--- config.mk ---
export PLATFORM = sky130hd
export DESIGN_NAME = sub_result_stage_flat
export DESIGN_NICKNAME = d
export VERILOG_FILES = /design/src/rtl/sub_result_stage_if.sv /design/src/rtl/sub_result_stage.sv /design/src/flat_wrapper.sv
export SDC_FILE = /design/constraint.sdc
export NUM_CORES = 1
export LEC_CHECK = 0
export BUFFER_PORTS_ARGS = -buffer_cell sky130_fd_sc_hd__buf_2
export CELL_PAD_IN_SITES_DETAIL_PLACEMENT = 0
export CELL_PAD_IN_SITES_GLOBAL_PLACEMENT = 1
export CORE_AREA = 3 3 74 76
export CTS_BUF_LIST = sky130_fd_sc_hd__clkbuf_2
export DETAILED_ROUTE_END_ITERATION = 8
export DIE_AREA = 0 0 77 79
export HOLD_SLACK_MARGIN = 0.06
export PLACE_DENSITY = 0.69
export SLEW_MARGIN = 40
export SYNTH_ARGS = -nofsm -noshare
export SYNTH_HDL_FRONTEND = slang
export SYNTH_SLANG_ARGS = --single-unit
--- constraint.sdc ---
create_clock -name clk -period 4.3 [get_ports clk]
set_input_delay 0.86 -clock clk [delete_from_list [all_inputs] [get_ports clk]]
set_output_delay 0.86 -clock clk [all_outputs]
set_load 0.05 [all_outputs]
--- src/rtl/sub_result_stage_if.sv ---
`default_nettype none
// ============================================================================
// Module      : sub_result_stage_if
// Description : Upstream/downstream handshake bundle for the subtractor
//               result stage (capture side and registered output side).
// Revision    : 1.0
// ============================================================================
interface sub_result_stage_if #(
    parameter int SIZE = 8
);
    logic            in_valid;
    logic            in_ready;
    logic [SIZE:0]   in_result;
    logic            in_overflow;

    logic            out_valid;
    logic            out_ready;
    logic [SIZE:0]   out_result;
    logic            out_zero;
    logic            out_negative;
    logic            out_overflow;

    // Master is the environment around the stage: it feeds results in and
    // applies backpressure on the output side.
    modport master (
        output in_valid,
        output in_result,
        output in_overflow,
        output out_ready,
        input  in_ready,
        input  out_valid,
        input  out_result,
        input  out_zero,
        input  out_negative,
        input  out_overflow
    );

    modport slave (
        input  in_valid,
        input  in_result,
        input  in_overflow,
        input  out_ready,
        output in_ready,
        output out_valid,
        output out_result,
        output out_zero,
        output out_negative,
        output out_overflow
    );
endinterface
`default_nettype wire

--- src/rtl/sub_result_stage.sv ---
`default_nettype none
// ============================================================================
// Module      : sub_result_stage
// Description : Registered output stage behind the subtractor: flag capture,
//               2-entry in-order skid buffer, sticky overflow and counter.
// Revision    : 1.0
// ============================================================================
module sub_result_stage #(
    parameter int SIZE      = 8,
    parameter int CNT_WIDTH = 8
) (
    input  logic                 clk,
    input  logic                 reset_n,
    sub_result_stage_if.slave    bus,
    input  logic                 clear_sticky,
    output logic                 sticky_overflow,
    output logic [CNT_WIDTH-1:0] ovf_count
);

    localparam logic [1:0] c_EMPTY = 2'd0;
    localparam logic [1:0] c_ONE   = 2'd1;
    localparam logic [1:0] c_FULL  = 2'd2;

    // Entry layout: {result, overflow, zero, negative}
    localparam int c_ENTRY_W = SIZE + 4;

    localparam logic [CNT_WIDTH-1:0] c_CNT_MAX = '1;
    localparam logic [CNT_WIDTH-1:0] c_CNT_ONE = {{(CNT_WIDTH-1){1'b0}}, 1'b1};

    logic [1:0]           r_state;
    logic [1:0]           w_state_next;
    logic                 r_in_ready;

    logic                 w_push;
    logic                 w_pop;
    logic                 w_head_from_in;
    logic                 w_head_from_tail;
    logic                 w_tail_load;
    logic                 w_out_valid;

    logic                 w_in_zero;
    logic                 w_in_negative;
    logic [c_ENTRY_W-1:0] w_in_entry;
    logic [c_ENTRY_W-1:0] r_head;
    logic [c_ENTRY_W-1:0] r_tail;

    logic                 w_ovf_xfer;
    logic                 r_sticky;
    logic [CNT_WIDTH-1:0] r_ovf_count;

    assign w_push = bus.in_valid && r_in_ready;
    assign w_pop  = (r_state != c_EMPTY) && bus.out_ready;

    // Flags are frozen at capture so the output side is a pure register read.
    assign w_in_zero     = (bus.in_result == '0);
    assign w_in_negative = bus.in_result[SIZE];
    assign w_in_entry    = {bus.in_result, bus.in_overflow, w_in_zero, w_in_negative};

    // ------------------------------------------------------------------
    // Occupancy state machine
    // ------------------------------------------------------------------
    always_ff @(posedge clk or negedge reset_n) begin
        if (!reset_n) begin
            r_state    <= c_EMPTY;
            r_in_ready <= 1'b0;
        end else begin
            r_state    <= w_state_next;
            r_in_ready <= (w_state_next != c_FULL);
        end
    end

    always_comb begin
        w_state_next = r_state;
        case (r_state)
            c_EMPTY: begin
                if (w_push) begin
                    w_state_next = c_ONE;
                end
            end
            c_ONE: begin
                if (w_push && !w_pop) begin
                    w_state_next = c_FULL;
                end else if (!w_push && w_pop) begin
                    w_state_next = c_EMPTY;
                end
            end
            c_FULL: begin
                if (w_pop) begin
                    w_state_next = c_ONE;
                end
            end
            default: begin
                w_state_next = c_EMPTY;
            end
        endcase
    end

    // A simultaneous push and pop in ONE bypasses the tail: the new entry
    // goes straight into the head register.
    always_comb begin
        w_head_from_in   = 1'b0;
        w_head_from_tail = 1'b0;
        w_tail_load      = 1'b0;
        w_out_valid      = 1'b0;
        case (r_state)
            c_EMPTY: begin
                w_head_from_in = w_push;
            end
            c_ONE: begin
                w_out_valid    = 1'b1;
                w_head_from_in = w_push && w_pop;
                w_tail_load    = w_push && !w_pop;
            end
            c_FULL: begin
                w_out_valid      = 1'b1;
                w_head_from_tail = w_pop;
            end
            default: begin
                w_out_valid = 1'b0;
            end
        endcase
    end

    // ------------------------------------------------------------------
    // Entry storage
    // ------------------------------------------------------------------
    always_ff @(posedge clk or negedge reset_n) begin
        if (!reset_n) begin
            r_head <= '0;
            r_tail <= '0;
        end else begin
            if (w_head_from_in) begin
                r_head <= w_in_entry;
            end else if (w_head_from_tail) begin
                r_head <= r_tail;
            end
            if (w_tail_load) begin
                r_tail <= w_in_entry;
            end
        end
    end

    assign bus.in_ready     = r_in_ready;
    assign bus.out_valid    = w_out_valid;
    assign bus.out_result   = r_head[c_ENTRY_W-1:3];
    assign bus.out_overflow = r_head[2];
    assign bus.out_zero     = r_head[1];
    assign bus.out_negative = r_head[0];

    // ------------------------------------------------------------------
    // Sticky overflow and saturating event counter
    // ------------------------------------------------------------------
    assign w_ovf_xfer = w_push && bus.in_overflow;

    // A new overflow event outranks a clear in the same cycle.
    always_ff @(posedge clk or negedge reset_n) begin
        if (!reset_n) begin
            r_sticky    <= 1'b0;
            r_ovf_count <= '0;
        end else if (w_ovf_xfer) begin
            r_sticky <= 1'b1;
            if (clear_sticky) begin
                r_ovf_count <= c_CNT_ONE;
            end else if (r_ovf_count != c_CNT_MAX) begin
                r_ovf_count <= r_ovf_count + c_CNT_ONE;
            end
        end else if (clear_sticky) begin
            r_sticky    <= 1'b0;
            r_ovf_count <= '0;
        end
    end

    assign sticky_overflow = r_sticky;
    assign ovf_count       = r_ovf_count;

endmodule
`default_nettype wire

--- src/flat_wrapper.sv ---
// flat-port wrapper written by rule: the top's interface ports become plain ports
module sub_result_stage_flat 
#(
    parameter int SIZE      = 8,
    parameter int CNT_WIDTH = 8
)
  (clk, reset_n, clear_sticky, sticky_overflow, ovf_count, bus_in_valid, bus_in_result, bus_in_overflow, bus_out_ready, bus_in_ready, bus_out_valid, bus_out_result, bus_out_zero, bus_out_negative, bus_out_overflow);
  sub_result_stage_if #(.SIZE(SIZE)) bus_i ();
  input  logic clk;
  input  logic reset_n;
  input  logic clear_sticky;
  output logic sticky_overflow;
  output logic [CNT_WIDTH-1:0] ovf_count;
  input wire logic [$bits(bus_i.in_valid)-1:0] bus_in_valid;
  input wire logic [$bits(bus_i.in_result)-1:0] bus_in_result;
  input wire logic [$bits(bus_i.in_overflow)-1:0] bus_in_overflow;
  input wire logic [$bits(bus_i.out_ready)-1:0] bus_out_ready;
  output wire logic [$bits(bus_i.in_ready)-1:0] bus_in_ready;
  output wire logic [$bits(bus_i.out_valid)-1:0] bus_out_valid;
  output wire logic [$bits(bus_i.out_result)-1:0] bus_out_result;
  output wire logic [$bits(bus_i.out_zero)-1:0] bus_out_zero;
  output wire logic [$bits(bus_i.out_negative)-1:0] bus_out_negative;
  output wire logic [$bits(bus_i.out_overflow)-1:0] bus_out_overflow;
  assign bus_i.in_valid = bus_in_valid;
  assign bus_i.in_result = bus_in_result;
  assign bus_i.in_overflow = bus_in_overflow;
  assign bus_i.out_ready = bus_out_ready;
  assign bus_in_ready = bus_i.in_ready;
  assign bus_out_valid = bus_i.out_valid;
  assign bus_out_result = bus_i.out_result;
  assign bus_out_zero = bus_i.out_zero;
  assign bus_out_negative = bus_i.out_negative;
  assign bus_out_overflow = bus_i.out_overflow;
  sub_result_stage #(.SIZE(SIZE), .CNT_WIDTH(CNT_WIDTH)) u_core (.clk(clk), .reset_n(reset_n), .bus(bus_i), .clear_sticky(clear_sticky), .sticky_overflow(sticky_overflow), .ovf_count(ovf_count));
endmodule
==> impl_results.rst, run 1 <==
.. list-table::
   :header-rows: 1

   * - Metric
     - Value
   * - HPWL reported at the end of detailed placement
     - 2600 um
   * - Ratio of cells with drive above 1 in the final layout
     - 0.3351
   * - Clock skew
     - 0.02141 ns
   * - Transition time of the tightest slew-check pin
     - 0.6819 ns
   * - Number of violations reported at the end of detailed-routing iteration 0
     - 36
   * - Quantity of I/O buffers inserted on ports
     - 37
   * - Number of enable flip-flop cells after synthesis
     - 0
   * - Flop and latch count out of synthesis
     - 34
   * - Layout Area Growth over Synthesis
     - 16.39%
   * - Number of nets produced by synthesis
     - 169
   * - Clock buffers created by TritonCTS
     - 5
   * - Clock latency on the worst-skew pair
     - 0.37 ns
   * - Total Nets Final
     - 207
   * - I/O pin cnt
     - 38
   * - Slew headroom
     - 0.5443
   * - Most frequent cells in the layout
     - 36 x sky130_fd_sc_hd__buf_2, 34 x sky130_fd_sc_hd__dfrtp_1, 15 x sky130_fd_sc_hd__nand2_1
   * - Hold buffer count at CTS
     - 0
   * - Largest fanout of any net on the critical path
     - 5
   * - Number of maximum-capacitance constraint violations
     - 0
   * - Endpoint type of the worst setup path
     - output pin
   * - RSZ-0062 raised after global routing
     - no
   * - Hold/Removal Path Class
     - input pin to asynchronous set/reset pin
   * - Setup TNS Final
     - 0 ns
   * - Share of synthesized flip-flops with an asynchronous set or reset
     - 1.000
   * - Cell row count
     - 25
   * - Chip height
     - 79 um
   * - Post-DR wirelength/cell
     - 14.02 um
   * - Fmax
     - 0.4344 GHz
   * - Number of antenna violations at the first check in global routing
     - 0
   * - Antenna Nets Post-Route
     - 0
   * - Leakage component of the power
     - 0.9834 nW
   * - Root cell of the clock tree
     - sky130_fd_sc_hd__clkbuf_2
   * - Most common cell after layout, fill and taps aside
     - sky130_fd_sc_hd__buf_2
   * - Number of clock sinks seen by CTS
     - 34
   * - Antenna diode instance count
     - 0
   * - Final critical path time including I/O delays and setup
     - 2.302 ns
   * - Area of the die
     - 0.006083 sq mm
   * - Peak ir drop on the vdd network
     - 0.2851 mV
   * - Overall track demand over capacity in global routing
     - 0.1286
   * - Classification of the worst setup path
     - flip-flop to output pin
   * - Cell area after technology mapping
     - 0.001672 sq mm
   * - First-pass GRT wire length
     - 6161 um
   * - Startpoint types
     - flip-flop
   * - X dimension of the die
     - 77 um
   * - Number of library cell types mapped by synthesis
     - 36
   * - Maximum number of pins on one net before global-route repair
     - 35
   * - Syn Area/Cell
     - 11.22 sq um
   * - Residual DRC
     - 0
   * - Dominant register cell in the synthesized netlist
     - sky130_fd_sc_hd__dfrtp_1
   * - CP peak stage delay
     - 0.46 ns
   * - Slowest cell on crit path
     - sky130_fd_sc_hd__dfrtp_1
   * - Tightest hold margin
     - 0.4021 ns
   * - Vias per inst
     - 5.055
   * - CP required
     - 3.44 ns
   * - Setup violations, final
     - 0
   * - # H-tree levels
     - 2
   * - Number of global-route vias before repair
     - 1276
   * - Number of warnings issued by yosys
     - 0
   * - End-of-flow core utilization
     - 0.4065
   * - Portion of the clock cycle consumed by the worst path in the final layout
     - 0.5354
   * - Maximum buffer depth of the clock tree
     - 2
   * - Core box area
     - 0.004786 sq mm
   * - Total vias in the final route
     - 1289
   * - Total count of hold-check failures in the final report
     - 0
   * - Seq/Total Area, Yosys
     - 0.5090
   * - Areal power density over the cells
     - 658.1 mW/mm^2
   * - Total congestion overflow
     - 0
   * - Routed wire length
     - 3575 um
   * - Initial standard-cell utilization of the core
     - 0.3493
   * - Pre-antenna DRT Iters
     - 4
   * - Run status
     - complete, no violations
   * - CTS clock-pin slew for the worst setup and hold paths
     - 0.18 ns
   * - Arrival time of data at the critical path endpoint
     - 1.44 ns
   * - TritonCTS clock tree
     - done
   * - Final-report max-slew violation count
     - 0
   * - Routability congestion estimate from global placement
     - 0.7912
   * - Series of cell instances along the critical path
     - inv_1 -> ha_1 -> buf_2
   * - Number of buffers inserted by post-CTS setup repair
     - 0
   * - Gate Count Post-Synth
     - 149
   * - Post-CTS Resized
     - 0
where the power goes:
part,leakage (nW),switching (mW),internal (mW)
combinational,0.525,0.433,0.195
sequential,0.428,0.0760,0.432
clock,0.0304,0.104,0.0400
flip-flops by register name, indices dropped and copies added (netlist names):
register,count
u_core.r_tail,11
u_core.r_head,11
u_core.ovf_count,8
u_core.r_state,2
u_core.bus.in_ready,1
u_core.sticky_overflow,1
cell usage after synthesis (2+ instances only):
cell,n,area (sq um)
sky130_fd_sc_hd__dfrtp_1,34,850.8
sky130_fd_sc_hd__nand2_1,15,56.30
sky130_fd_sc_hd__mux2i_1,14,140.1
sky130_fd_sc_hd__o21ai_0,11,55.05
sky130_fd_sc_hd__mux2_2,10,112.6
sky130_fd_sc_hd__inv_1,7,26.28
sky130_fd_sc_hd__ha_1,5,62.56
sky130_fd_sc_hd__nand3_1,5,25.02
sky130_fd_sc_hd__nor2_1,5,18.77
sky130_fd_sc_hd__a21oi_1,4,20.02
sky130_fd_sc_hd__a31oi_1,4,25.02
sky130_fd_sc_hd__a211oi_1,3,22.52
sky130_fd_sc_hd__a311oi_1,3,26.28
sky130_fd_sc_hd__and3_2,3,22.52
sky130_fd_sc_hd__nor3_1,3,15.01
sky130_fd_sc_hd__buf_6,2,22.52
sky130_fd_sc_hd__o21bai_1,2,15.01
stage by stage:
step | worst slack (ns) | area (sq um) | cells | total power, mW
floorplan | 2.446 | 1672 | 149 | 1.006
global placement | 1.919 | 1897 | 247 | 1.119
detailed placement | 2.012 | 1899 | 247 | 1.143
CTS | 1.970 | 1938 | 255 | 1.290
global route | 1.878 | 1946 | 255 | 1.375
finish | 1.998 | 1946 | 255 | 1.280
final cells by class:
type,instances,area (sq um)
clock buffers,6,30.03
clock inverters,2,8.758
fillers,493,2840
inverters,7,26.28
multi-input cells,102,758.2
flip-flops and latches,34,850.8
well taps,67,83.83
repair buffers,37,187.7
cell families after synthesis:
kind of cell / Yosys count / synth area share
compound gates: 32 / 0.1213
fa+ha+maj: 5 / 0.03743
buf+inv: 13 / 0.04191
flops: 34 / 0.5090
mux: 24 / 0.1512
simple gates: 41 / 0.1392
worst max-delay path, delay by kind of cell, from the launching register on:
kind / cells / cell delay, ns
fa+ha+maj: 1 / 0.28
buf+inv: 2 / 0.33
flops: 1 / 0.46
worst paths after layout:
kind | slack (ns) | start | to | cells after the start
setup / recovery | 2.00 | u_core.r_state[0] | bus_out_valid | 3
min in group clk | 0.53 | u_core.sticky_overflow | u_core.sticky_overflow | 2
setup reg to reg | 2.17 | u_core.r_state[0] | u_core.r_head[4] | 6
hold reg to reg | 0.53 | u_core.sticky_overflow | u_core.sticky_overflow | 2
max in group asynchronous | 3.58 | reset_n | u_core.r_tail[10] | 1
hold / removal | 0.40 | reset_n | u_core.r_head[1] | 1
routing by layer:
metal	wire [um]	vias up	track usage	share of wire
met2	1683	48	0.2064	0.47
met1	1589	621	0.1614	0.44
li1	-	615	-	-
met3	254	5	0.04535	0.071
met5	0	-	0	0
met4	48	0	0.04448	0.013
No activity file was read; power rests on OpenSTA's default activity.
==> inputs of run 2 (changes only) <==
==> constraint.sdc (replaced) <==
create_clock -name clk -period 2.2 [get_ports clk]
set_input_delay 0.44 -clock clk [delete_from_list [all_inputs] [get_ports clk]]
set_output_delay 0.44 -clock clk [all_outputs]
set_load 0.05 [all_outputs]
==> run 2 against run 1 <==
  * Final area rose by 0.77%
  * Worst setup slack got worse by 1.7 ns
  * Clock power rose by 92%
  * Register-to-register slack got worse by 1.8 ns
  * Non-clock buffer count rose by 3
  * Count of clock-buffer cells in the layout fell by 1
  * Critical path depth did not move
  * First-iteration DRC count rose by 53%
  * Die area did not move
  * Highest routed layer unchanged
  * Largest cell class unchanged
==> impl_results.rst, run 2 (synthesized netlist as in run 1, its figures left out) <==
.. list-table::
   :header-rows: 1

   * - Metric
     - Value
   * - Run status
     - complete, no violations
   * - Transition time of the tightest slew-check pin
     - 0.4414 ns
   * - Startpoint types
     - flip-flop
   * - Logic pwr share
     - 0.492
   * - Total Nets Final
     - 210
   * - Worst Reg2Reg Path Length in Cells
     - 5
   * - Antenna Nets Post-Route
     - 0
   * - Family with the most delay on the worst path
     - flip-flops
   * - Startpoint of the worst hold path
     - bus_in_result[0]
   * - Clock skew
     - 0.01387 ns
   * - Portion of the clock cycle consumed by the worst path in the final layout
     - 0.8673
   * - Endpoint type of the worst setup path
     - output pin
   * - Number of antenna violations at the first check in global routing
     - 0
   * - Final critical path time including I/O delays and setup
     - 1.908 ns
   * - CP required
     - 1.76 ns
   * - Design Power
     - 2.491 mW
   * - Total vias in the final route
     - 1291
   * - Slowest cell on crit path
     - sky130_fd_sc_hd__dfrtp_1
   * - Cell Area, Placed
     - 0.001912 sq mm
   * - Final-report max-slew violation count
     - 0
   * - Classification of the worst setup path
     - flip-flop to output pin
   * - Critical path buffers and inverters
     - 2
   * - Switching power
     - 1.188 mW
   * - Area of the die
     - 0.006083 sq mm
   * - Most common cell after layout, fill and taps aside
     - sky130_fd_sc_hd__buf_2
   * - Share of total power in the clock network
     - 0.111
   * - Leakage component of the power
     - 0.9911 nW
   * - Residual DRC
     - 0
   * - Maximum buffer depth of the clock tree
     - 2
   * - I/O pin cnt
     - 38
   * - Slew headroom
     - 0.7057
   * - Overall track demand over capacity in global routing
     - 0.1240
   * - Hold/Removal Path Class
     - input pin to flip-flop
   * - Routed wire length
     - 3591 um
   * - Setup TNS Final
     - 0 ns
   * - Arrival time of data at the critical path endpoint
     - 1.47 ns
   * - Fmax
     - 0.5241 GHz
   * - Number of violations reported at the end of detailed-routing iteration 0
     - 55
   * - Largest fanout of any net on the critical path
     - 5
   * - Vias per inst
     - 5.004
   * - Root cell of the clock tree
     - sky130_fd_sc_hd__clkbuf_2
   * - Pre-antenna DRT Iters
     - 5
   * - RSZ-0062 raised after global routing
     - no
   * - TritonCTS clock tree
     - done
   * - CP peak stage delay
     - 0.46 ns
   * - Place WS
     - 0.3966 ns
   * - Quantity of I/O buffers inserted on ports
     - 37
   * - Peak ir drop on the vdd network
     - 0.5576 mV
   * - Clock buffers created by TritonCTS
     - 5
   * - Core box area
     - 0.004786 sq mm
   * - Total count of hold-check failures in the final report
     - 0
   * - Most frequent cells in the layout
     - 36 x sky130_fd_sc_hd__buf_2, 34 x sky130_fd_sc_hd__dfrtp_1, 15 x sky130_fd_sc_hd__nand2_1
   * - Post-layout instance area
     - 0.001961 sq mm
   * - Capture endpoint of the worst hold path
     - u_core.r_head[3]
   * - Internal portion of total power
     - 1.302 mW
   * - Initial standard-cell utilization of the core
     - 0.3493
   * - Post-route worst setup slack
     - 0.2920 ns
   * - Cell row count
     - 25
   * - X dimension of the die
     - 77 um
   * - First-pass GRT wire length
     - 5989 um
   * - Setup violations, final
     - 0
   * - Switching part of the total
     - 0.4770
   * - Routability congestion estimate from global placement
     - 0.7804
   * - Post-DR wirelength/cell
     - 13.92 um
   * - Number of cells on the worst hold path
     - 3
   * - Maximum number of pins on one net before global-route repair
     - 35
   * - Chip height
     - 79 um
   * - Number of clock sinks seen by CTS
     - 34
   * - Areal power density over the cells
     - 1270 mW/mm^2
   * - Crit Reg-Reg Endpoint
     - u_core.r_tail[8]
   * - Count of cell instances traversed by the critical path
     - 3
   * - HPWL reported at the end of detailed placement
     - 2548 um
   * - Layout Area Growth over Synthesis
     - 17.29%
   * - Series of cell instances along the critical path
     - inv_1 -> ha_1 -> buf_2
   * - Number of maximum-capacitance constraint violations
     - 0
   * - FF-to-FF Start
     - u_core.r_state[1]
   * - Sequential cell fraction of total power
     - 0.397
   * - Number of global-route vias before repair
     - 1253
   * - Clock latency on the worst-skew pair
     - 0.36 ns
   * - CTS clock-pin slew for the worst setup and hold paths
     - 0.17 ns
   * - Ratio of cells with drive above 1 in the final layout
     - 0.3246
   * - Flop-to-flop setup slack
     - 0.35 ns
   * - # H-tree levels
     - 2
   * - Total congestion overflow
     - 0
   * - Antenna diode instance count
     - 0
## run 2: cell types whose count changed in the layout (fill, tap and decap cells not counted), sizes merged
cell	change
dlygate4sd3	+1
clkbuf	-1
buf	+2
clkinv	+1
## run 2: per-stage QoR
step,util,instances,hold WS [ns]
after floorplan,-,149,0.1444
final,0.4097,258,0.2987
after global placement,0.3995,249,0.4898
after detailed placement,0.3995,249,0.4978
after CTS,0.4071,257,0.1358
after global routing,0.4097,258,0.2804
## run 2: power groups by stage
stage	combinational (mW)	sequential, mW	clock, mW
CTS	1.23	0.990	0.286
global placement	1.20	0.997	0
floorplan	0.606	1.36	0
global route	1.31	1.03	0.309
detailed placement	1.23	1.00	0
finish	1.23	0.989	0.276
## run 2: worst max-delay path by stage
stage | start | endpoint | slack [ns]
after floorplan | u_core.bus.in_ready | u_core.r_tail[0] | 0.46
after CTS | u_core.r_state[0] | bus_out_valid | 0.28
after detailed placement | u_core.r_state[1] | u_core.r_tail[9] | 0.40
after global placement | u_core.r_state[1] | u_core.r_tail[5] | 0.49
after global routing | u_core.r_state[0] | bus_out_valid | 0.19
final | u_core.r_state[0] | bus_out_valid | 0.29
## run 2: area by class of cell
cell class	count	area [sq um]
Clock buffer	5	25.02
Clock inverter	3	11.26
Fill cell	483	2825
Inverter	7	26.28
Multi-Input combinational cell	102	750.7
Sequential cell	34	850.8
Tap cell	67	83.83
Timing Repair Buffer	40	212.7
## run 2: worst reg2reg max path: stages, from the launching register on
cell	delay (ns)
sky130_fd_sc_hd__dfrtp_1	0.46
sky130_fd_sc_hd__inv_1	0.12
sky130_fd_sc_hd__ha_1	0.21
sky130_fd_sc_hd__and3_2	0.23
sky130_fd_sc_hd__nor2b_4	0.35
sky130_fd_sc_hd__mux2_2	0.38
## run 2: routing by layer
| layer | routed length, um | track usage | vias to the layer above |
|---|---|---|---|
| li1 | - | - | 620 |
| met1 | 1709 | 0.1643 | 621 |
| met2 | 1608 | 0.1864 | 46 |
| met3 | 234 | 0.04535 | 4 |
| met4 | 39 | 0.04448 | 0 |
| met5 | 0 | 0 | - |
## run 2: what timing repair did
action | in CTS | in global routing
setup buffers | 0 | 0
hold endpoints to repair | 0 | 34
resized for setup | 0 | 0
hold buffers | 0 | 1
endpoints found under the setup margin | 0 | 0
